`config.mk`:
```
export PLATFORM = sky130hd
export DESIGN_NAME = pkt_tx_framer_flat
export DESIGN_NICKNAME = d
export VERILOG_FILES = /design/src/rtl/pkt_tx_pkg.sv /design/src/rtl/pkt_tx_framer_if.sv /design/src/rtl/cca_gate.sv /design/src/rtl/pkt_tx_framer.sv /design/src/flat_wrapper.sv
export SDC_FILE = /design/constraint.sdc
export NUM_CORES = 1
export LEC_CHECK = 0
export CORE_MARGIN = 1.5
export CORE_UTILIZATION = 58
export CTS_BUF_LIST = sky130_fd_sc_hd__clkbuf_8
export DETAILED_ROUTE_END_ITERATION = 6
export PLACE_DENSITY = 0.93
export SYNTH_ARGS = -nofsm -noshare
export SYNTH_HDL_FRONTEND = slang
export SYNTH_HIERARCHICAL = 1
export SYNTH_SLANG_ARGS = --single-unit
```
`constraint.sdc`:
```
create_clock -name clk -period 14.8 [get_ports clk]
set_input_delay 2.96 -clock clk [delete_from_list [all_inputs] [get_ports clk]]
set_output_delay 2.96 -clock clk [all_outputs]
set_load 0.02 [all_outputs]
```
`src/rtl/pkt_tx_pkg.sv`:
```
// Shared types, frame layout constants and the W0 header layout for the transmit framer.
package pkt_tx_pkg;

    localparam int WORD_WIDTH = 16;

    typedef enum logic [1:0] {IDLE, WAIT_CH, SEND, DONE} tx_state_t;

    localparam int         FRAME_LEN = 9;
    localparam logic [3:0] W_HDR     = 4'd0;
    localparam logic [3:0] W_CSUM    = 4'(FRAME_LEN - 1);

    // W0 = {type[2:0], 7'b0, timeslot[5:0]}
    localparam int HDR_TYPE_W   = 3;
    localparam int HDR_TYPE_LSB = WORD_WIDTH - HDR_TYPE_W;
    localparam int HDR_SLOT_W   = 6;
    localparam int HDR_SLOT_LSB = 0;

    typedef struct packed {
        logic [HDR_TYPE_W-1:0] ptype;
        logic [HDR_SLOT_W-1:0] slot;
        logic [WORD_WIDTH-1:0] src;
        logic [WORD_WIDTH-1:0] dst;
        logic [WORD_WIDTH-1:0] hops;
        logic [WORD_WIDTH-1:0] q;
        logic [WORD_WIDTH-1:0] energy;
        logic [WORD_WIDTH-1:0] ch;
        logic [WORD_WIDTH-1:0] hops_ch;
    } fields_t;

    function automatic logic [WORD_WIDTH-1:0] build_hdr(input logic [HDR_TYPE_W-1:0] ptype,
                                                        input logic [HDR_SLOT_W-1:0] slot);
        logic [WORD_WIDTH-1:0] h;
        h = '0;
        h[HDR_TYPE_LSB +: HDR_TYPE_W] = ptype;
        h[HDR_SLOT_LSB +: HDR_SLOT_W] = slot;
        return h;
    endfunction

endpackage

```
`src/rtl/pkt_tx_framer_if.sv`:
```
// Request fields, carrier sense and the outbound word stream between node logic and radio MAC.
interface pkt_tx_framer_if;
    import pkt_tx_pkg::*;

    logic                  tx_setting;
    logic [2:0]            rPacketType;
    logic [5:0]            rTimeslot;
    logic [WORD_WIDTH-1:0] rSourceID;
    logic [WORD_WIDTH-1:0] rDestinationID;
    logic [WORD_WIDTH-1:0] rSourceHops;
    logic [WORD_WIDTH-1:0] rQValue;
    logic [WORD_WIDTH-1:0] rEnergyLeft;
    logic [WORD_WIDTH-1:0] rChosenCH;
    logic [WORD_WIDTH-1:0] rHopsFromCH;
    logic                  channel_clear;
    logic                  tx_ready;
    logic [WORD_WIDTH-1:0] tx_data;
    logic                  tx_valid;
    logic                  tx_sof;
    logic                  tx_eof;
    logic                  tx_busy;
    logic                  tx_done;
    logic                  tx_drop;

    modport master (
        output tx_setting, rPacketType, rTimeslot, rSourceID, rDestinationID, rSourceHops,
               rQValue, rEnergyLeft, rChosenCH, rHopsFromCH, channel_clear, tx_ready,
        input  tx_data, tx_valid, tx_sof, tx_eof, tx_busy, tx_done, tx_drop
    );

    modport slave (
        input  tx_setting, rPacketType, rTimeslot, rSourceID, rDestinationID, rSourceHops,
               rQValue, rEnergyLeft, rChosenCH, rHopsFromCH, channel_clear, tx_ready,
        output tx_data, tx_valid, tx_sof, tx_eof, tx_busy, tx_done, tx_drop
    );

endinterface

```
`src/rtl/cca_gate.sv`:
```
// Clear-channel gate: consecutive channel_clear counter plus a wait-timeout counter.
// Latency: ch_ok / ch_timeout are registered, visible the cycle after the qualifying sample.
// Backpressure: none; counts only while run is high, cleared by a single-cycle clear.
module cca_gate #(
    parameter int CCA_CYCLES  = 8,
    parameter int CCA_TIMEOUT = 255
) (
    input  logic clk,
    input  logic nrst,
    input  logic clear,
    input  logic run,
    input  logic channel_clear,
    output logic ch_ok,
    output logic ch_timeout
);

    localparam int            CW      = $clog2(CCA_CYCLES + 1);
    localparam logic [CW-1:0] CCA_MAX = CW'(CCA_CYCLES);
    localparam logic [7:0]    TO_MAX  = 8'(CCA_TIMEOUT);

    logic [CW-1:0] cca_cnt;
    logic [7:0]    to_cnt;

    always_ff @(posedge clk or posedge nrst) begin
        if (nrst) begin
            cca_cnt <= '0;
            to_cnt  <= '0;
        end else if (clear) begin
            cca_cnt <= '0;
            to_cnt  <= '0;
        end else if (run) begin
            // any busy sample restarts the clear-run; both counters saturate
            if (!channel_clear)
                cca_cnt <= '0;
            else if (cca_cnt < CCA_MAX)
                cca_cnt <= cca_cnt + 1'b1;
            if (to_cnt != 8'hFF)
                to_cnt <= to_cnt + 8'd1;
        end
    end

    assign ch_ok      = (cca_cnt >= CCA_MAX);
    assign ch_timeout = (to_cnt >= TO_MAX);

endmodule

```
`src/rtl/pkt_tx_framer.sv`:
```
// Transmit framer: latches reply fields, waits for a clear channel, streams a 9-word frame with XOR checksum.
// Latency: W0 presented CCA_CYCLES+1 cycles after an accepted request on a continuously clear channel.
// Backpressure: tx_data/tx_valid hold while tx_ready is low; one word per cycle when tx_ready stays high.
module pkt_tx_framer
    import pkt_tx_pkg::*;
#(
    parameter int CCA_CYCLES  = 8,
    parameter int CCA_TIMEOUT = 255
) (
    input logic            clk,
    input logic            nrst,
    pkt_tx_framer_if.slave bus
);

    tx_state_t             state, state_nxt;
    fields_t               fld;
    logic [3:0]            idx;
    logic [WORD_WIDTH-1:0] csum;
    logic [WORD_WIDTH-1:0] word;
    logic                  start;
    logic                  accept;
    logic                  ch_ok;
    logic                  ch_timeout;

    // only the registered IDLE state takes a request, so DONE->IDLE never queues one
    assign start  = (state == IDLE) && bus.tx_setting;
    assign accept = (state == SEND) && bus.tx_ready;

    cca_gate #(
        .CCA_CYCLES  (CCA_CYCLES),
        .CCA_TIMEOUT (CCA_TIMEOUT)
    ) u_cca_gate (
        .clk           (clk),
        .nrst          (nrst),
        .clear         (start),
        .run           (state == WAIT_CH),
        .channel_clear (bus.channel_clear),
        .ch_ok         (ch_ok),
        .ch_timeout    (ch_timeout)
    );

    always_ff @(posedge clk or posedge nrst) begin
        if (nrst)
            state <= IDLE;
        else
            state <= state_nxt;
    end

    always_comb begin
        state_nxt    = state;
        bus.tx_valid = 1'b0;
        bus.tx_sof   = 1'b0;
        bus.tx_eof   = 1'b0;
        bus.tx_busy  = 1'b1;
        bus.tx_done  = 1'b0;
        bus.tx_drop  = 1'b0;
        case (state)
            IDLE: begin
                bus.tx_busy = 1'b0;
                if (bus.tx_setting)
                    state_nxt = WAIT_CH;
            end
            WAIT_CH: begin
                if (ch_ok) begin
                    state_nxt = SEND;
                end else if (ch_timeout) begin
                    bus.tx_drop = 1'b1;
                    state_nxt   = IDLE;
                end
            end
            SEND: begin
                bus.tx_valid = 1'b1;
                bus.tx_sof   = (idx == W_HDR);
                bus.tx_eof   = (idx == W_CSUM);
                if (accept && idx == W_CSUM)
                    state_nxt = DONE;
            end
            DONE: begin
                bus.tx_done = 1'b1;
                state_nxt   = IDLE;
            end
            default: state_nxt = IDLE;
        endcase
    end

    always_ff @(posedge clk or posedge nrst) begin
        if (nrst) begin
            fld  <= '0;
            idx  <= '0;
            csum <= '0;
        end else if (start) begin
            fld.ptype   <= bus.rPacketType;
            fld.slot    <= bus.rTimeslot;
            fld.src     <= bus.rSourceID;
            fld.dst     <= bus.rDestinationID;
            fld.hops    <= bus.rSourceHops;
            fld.q       <= bus.rQValue;
            fld.energy  <= bus.rEnergyLeft;
            fld.ch      <= bus.rChosenCH;
            fld.hops_ch <= bus.rHopsFromCH;
            idx         <= W_HDR;
            csum        <= '0;
        end else if (accept) begin
            // the checksum word is the running XOR; the index parks on it until the next request
            csum <= csum ^ word;
            if (idx != W_CSUM)
                idx <= idx + 4'd1;
        end
    end

    always_comb begin
        word = '0;
        case (idx)
            4'd0:    word = build_hdr(fld.ptype, fld.slot);
            4'd1:    word = fld.src;
            4'd2:    word = fld.dst;
            4'd3:    word = fld.hops;
            4'd4:    word = fld.q;
            4'd5:    word = fld.energy;
            4'd6:    word = fld.ch;
            4'd7:    word = fld.hops_ch;
            4'd8:    word = csum;
            default: word = '0;
        endcase
    end

    assign bus.tx_data = (state == SEND) ? word : '0;

endmodule

```
`src/flat_wrapper.sv`:
```
// flat-port wrapper written by rule: the top's interface ports become plain ports
module pkt_tx_framer_flat import pkt_tx_pkg::*;
#(
    parameter int CCA_CYCLES  = 8,
    parameter int CCA_TIMEOUT = 255
)
  (clk, nrst, bus_tx_setting, bus_rPacketType, bus_rTimeslot, bus_rSourceID, bus_rDestinationID, bus_rSourceHops, bus_rQValue, bus_rEnergyLeft, bus_rChosenCH, bus_rHopsFromCH, bus_channel_clear, bus_tx_ready, bus_tx_data, bus_tx_valid, bus_tx_sof, bus_tx_eof, bus_tx_busy, bus_tx_done, bus_tx_drop);
  pkt_tx_framer_if bus_i ();
  input logic clk;
  input logic nrst;
  input wire logic [$bits(bus_i.tx_setting)-1:0] bus_tx_setting;
  input wire logic [$bits(bus_i.rPacketType)-1:0] bus_rPacketType;
  input wire logic [$bits(bus_i.rTimeslot)-1:0] bus_rTimeslot;
  input wire logic [$bits(bus_i.rSourceID)-1:0] bus_rSourceID;
  input wire logic [$bits(bus_i.rDestinationID)-1:0] bus_rDestinationID;
  input wire logic [$bits(bus_i.rSourceHops)-1:0] bus_rSourceHops;
  input wire logic [$bits(bus_i.rQValue)-1:0] bus_rQValue;
  input wire logic [$bits(bus_i.rEnergyLeft)-1:0] bus_rEnergyLeft;
  input wire logic [$bits(bus_i.rChosenCH)-1:0] bus_rChosenCH;
  input wire logic [$bits(bus_i.rHopsFromCH)-1:0] bus_rHopsFromCH;
  input wire logic [$bits(bus_i.channel_clear)-1:0] bus_channel_clear;
  input wire logic [$bits(bus_i.tx_ready)-1:0] bus_tx_ready;
  output wire logic [$bits(bus_i.tx_data)-1:0] bus_tx_data;
  output wire logic [$bits(bus_i.tx_valid)-1:0] bus_tx_valid;
  output wire logic [$bits(bus_i.tx_sof)-1:0] bus_tx_sof;
  output wire logic [$bits(bus_i.tx_eof)-1:0] bus_tx_eof;
  output wire logic [$bits(bus_i.tx_busy)-1:0] bus_tx_busy;
  output wire logic [$bits(bus_i.tx_done)-1:0] bus_tx_done;
  output wire logic [$bits(bus_i.tx_drop)-1:0] bus_tx_drop;
  assign bus_i.tx_setting = bus_tx_setting;
  assign bus_i.rPacketType = bus_rPacketType;
  assign bus_i.rTimeslot = bus_rTimeslot;
  assign bus_i.rSourceID = bus_rSourceID;
  assign bus_i.rDestinationID = bus_rDestinationID;
  assign bus_i.rSourceHops = bus_rSourceHops;
  assign bus_i.rQValue = bus_rQValue;
  assign bus_i.rEnergyLeft = bus_rEnergyLeft;
  assign bus_i.rChosenCH = bus_rChosenCH;
  assign bus_i.rHopsFromCH = bus_rHopsFromCH;
  assign bus_i.channel_clear = bus_channel_clear;
  assign bus_i.tx_ready = bus_tx_ready;
  assign bus_tx_data = bus_i.tx_data;
  assign bus_tx_valid = bus_i.tx_valid;
  assign bus_tx_sof = bus_i.tx_sof;
  assign bus_tx_eof = bus_i.tx_eof;
  assign bus_tx_busy = bus_i.tx_busy;
  assign bus_tx_done = bus_i.tx_done;
  assign bus_tx_drop = bus_i.tx_drop;
  pkt_tx_framer #(.CCA_CYCLES(CCA_CYCLES), .CCA_TIMEOUT(CCA_TIMEOUT)) u_core (.clk(clk), .nrst(nrst), .bus(bus_i));
endmodule
```
==> results by group <==
Status
  – Outcome: complete, but fails checks
  – Violated checks: DRC

Cells and area
  – Multi-input logic area: between 3000 and 4000 um2
  – Fin util: 74.2%
  – Nets@finish: 1125
  – Final non-filler cell total: around 1200
  – Layout area overhead: 24.2%
  – Fraction of layout cells with a size suffix above 1: 5.18%
  – FF+latch area: 3880 um2
  – Fill cells: 900
  – Post-Layout Inst Area: between 9000 and 10000 um2
  – N_diodes: 0

Drt
  – Wirelength, routed: slightly below 20000 um
  – Final ANT Viol Nets: 0
  – Initial DRC Count: 940
  – Wire per inst: 16.7 um
  – Vias per inst: roughly 5.7
  – First drt pass iteration count: 7
  – Via count: 6704
  – Remaining DRCs: 2

Floorplan
  – Die W: 117 um
  – Die Y: around 120 um
  – Core ar.: about 13000 um2
  – Initial Util: 59.8%
  – Rows: 41
  – Die ar.: 13700 um2
  – # IOs: 148

Global route
  – Largest net degree at the start of global routing: 118
  – Vias in the first global route: 6541
  – GRT overflow: 0
  – Initial antenna violation count: 0
  – Global-route wire length before repair: 31500 um
  – GRT Total Usage: 30.4%

Power and ir drop
  – Total power: 1.50 mW
  – VDD IR max: 0.0000773 V
  – Static Leakage: 4.44 nW
  – Pwr per Cell Area: 159 nW/um2

Placed design
  – Dpl cell area: 8990 um2
  – Hpwl dp: roughly 13000 um
  – Placer Congestion: 0.842
  – Pre-CTS WS: 8.45 ns
  – PortBufs: 147
  – Placed cell count: 1145

Logic synthesis
  – Syn avg cell area: 8.63 um2
  – Register area share after synthesis: 51.2%
  – Register bit total from synthesis: 155
  – Syn Nets: 1010
  – Most used flip-flop cell after synthesis: dfrtp_1
  – Yosys cell types: between 60 and 70
  – Cells after synthesis: 877
  – Yosys warnings: 6
  – Post-synth EDFFs: 0
  – Post-synth ARST share: 100%
  – Post-synthesis cell area: 7570 um2

Setup path
  – Worst reg2reg path endpoint: u_core/csum[8]$_DFFE_PP0P_
  – CP Launch Type: flop
  – Worst EP required: between 10 and 15 ns
  – Crit path DAT: about 3.5 ns
  – Reg2reg path depth: 7
  – Critical path type: reg2out
  – CP Capture Type: output pin
  – R2r setup slk: between 10 and 15 ns
  – Crit-path max FO: 16

Timing
  – Worst clock skew: 0.0142 ns
  – # setup viols final: 0
  – Sum Neg Setup Slack: 0 ns
  – Achievable clock frequency: 0.154 GHz
  – Max-slew headroom: 24.0%
  – Worst-Margin Slew: 1.14 ns
  – Slew Limit Fails: 0
  – Final worst-path cycle share: 43.9%
  – Worst Slack Setup Final: 8.30 ns
  – RSZ-0062 raised after global routing: false
  – Worst hold slack: 0.481 ns
  – Period minus WS final: roughly 6.5 ns
  – Fin. Hold Viols: 0

Clocking
  – CTS Sinks: ~160
  – CTS resizes: 0
  – Cts hold-fix bufs: 0
  – Clock-pin transition on the worst setup and hold timing paths: 0.09 ns
  – CTS tree: yes
  – Setup bufs post-CTS: 0
  – Clock buffer depth: 2
  – Clock latency on the worst-skew pair: between 0.4 and 0.5 ns
  – CTS Root Buffer Type: clkbuf_8
  – # H-tree levels: 4
  – CTS buffer count: 17

Flow run
  – Max Cap Viol: 0

Hold path
  – WHS Path Cells: 2
  – HP Class: reg2reg
  – Min-delay src: u_core/fld[92]$_DFFE_PP0P_
  – Hold Path End: u_core/fld[92]$_DFFE_PP0P_
-- cell type report --
type                       count  area share (%)
clock inverter                11            1.53
sequential                   155            41.2
timing repair buffer         153            16.1
inverter                      14           0.638
clock buffer                  20            2.93
tap                          172            2.29
multi-input combinational    651            35.2
-- power breakdown --
part           total (mW)  switching [mW]  internal [mW]  leakage [nW]
clock network       0.334           0.155          0.179         0.208
registers           0.727           0.120          0.606          1.95
logic               0.439           0.259          0.179          2.28
total                1.50           0.535          0.964          4.44
-- critical path, cell delays in order (launching register included) --
cell and delay, ns:
dfrtp_1 0.45, inv_1 0.11, ha_1 0.58, buf_4 0.36
and3b_1 0.47, a32o_1 0.22, nor3_1 0.06, nor2_1 0.17
clkdlybuf4s50_1 0.66
-- Yosys cell counts (3+ instances only) --
cell type | n | area, um2
o21a_1 | 7 | 52.6
nand2_1 | 386 | 1450
ha_1 | 7 | 87.6
a22oi_1 | 26 | 195
dfrtp_1 | 155 | 3880
xor2_1 | 6 | 52.6
a21oi_1 | 22 | 110
o21ai_0 | 13 | 65.1
a32o_1 | 3 | 30.0
mux2i_1 | 26 | 260
a211oi_2 | 3 | 37.5
o22ai_1 | 6 | 37.5
a211oi_1 | 3 | 22.5
nand3_1 | 3 | 15.0
nor2_1 | 49 | 184
nand2b_1 | 4 | 25.0
buf_2 | 28 | 140
a221oi_1 | 4 | 35.0
a22o_1 | 10 | 87.6
buf_6 | 8 | 90.1
a222oi_1 | 3 | 30.0
nor2b_1 | 8 | 50.1
inv_1 | 13 | 48.8
buf_1 | 5 | 18.8
clkbuf_1 | 14 | 52.6
nor3_1 | 10 | 50.1
or3_1 | 5 | 31.3
-- how the worst max path moves through the flow --
stage | startpoint | end | slack [ns] | cells past startpoint
6_report | u_core/idx[0]$_DFFE_PP0P_ | bus_tx_data[1] | 8.30 | 8
4_1_cts | u_core/idx[0]$_DFFE_PP0P_ | bus_tx_data[1] | 8.38 | 8
5_1_grt | u_core/idx[0]$_DFFE_PP0P_ | bus_tx_data[14] | 8.18 | 7
3_3_place_gp | bus_tx_setting | u_core/csum[6]$_DFFE_PP0P_ | 8.57 | 8
2_1_floorplan | nrst | async pin | 8.00 | 1
3_5_place_dp | bus_tx_setting | u_core/csum[8]$_DFFE_PP0P_ | 8.45 | 8
-- layer usage --
| layer | track usage (%) | vias up | share of wire (%) |
|---|---|---|---|
| met5 | 0 | - | 0 |
| met4 | 13.3 | 0 | 3.2 |
| met3 | 7.78 | 55 | 10 |
| met2 | 47.1 | 389 | 47 |
| met1 | 40.9 | 3140 | 40 |
| li1 | - | 3120 | - |
-- kinds of logic (layout without fill, tap and decap cells) --
| logic type | count (synthesis) | in the layout | synth area share (%) |
|---|---|---|---|
| simple gates | 489 | 489 | 26.3 |
| fa+ha+maj | 7 | 7 | 1.16 |
| xor+xnor | 8 | 8 | 0.926 |
| mux | 26 | 26 | 3.44 |
| compound gates | 121 | 121 | 11.9 |
| flops | 155 | 155 | 51.2 |
| buf+inv | 71 | 198 | 4.97 |
-- layout by cell type (no fill, tap or decap), types with 4 or more instances in the layout --
cell               n
a21oi_1           22
a221oi_1           4
ha_1               7
inv_1             13
mux2i_1           26
o21a_1             7
a22o_1            10
o21ai_0           13
nor2_1            49
dfrtp_1          154
nor2b_1            8
nor3_1            10
o22ai_1            6
or3_1              5
clkdlybuf4s50_1  147
nand2_1          386
xor2_1             6
a22oi_1           26
clkbuf_8          20
nand2b_1           4
buf_4              6
-- sequential cells by signal, indices dropped and copies added (netlist names), named ones only --
register / flops
u_core/csum: 16
u_core/fld: 121
u_core/idx: 4
u_core/state: 1
u_core/u_cca_gate/cca_cnt: 4
u_core/u_cca_gate/to_cnt: 8
Power figures use the tool's default switching activity.
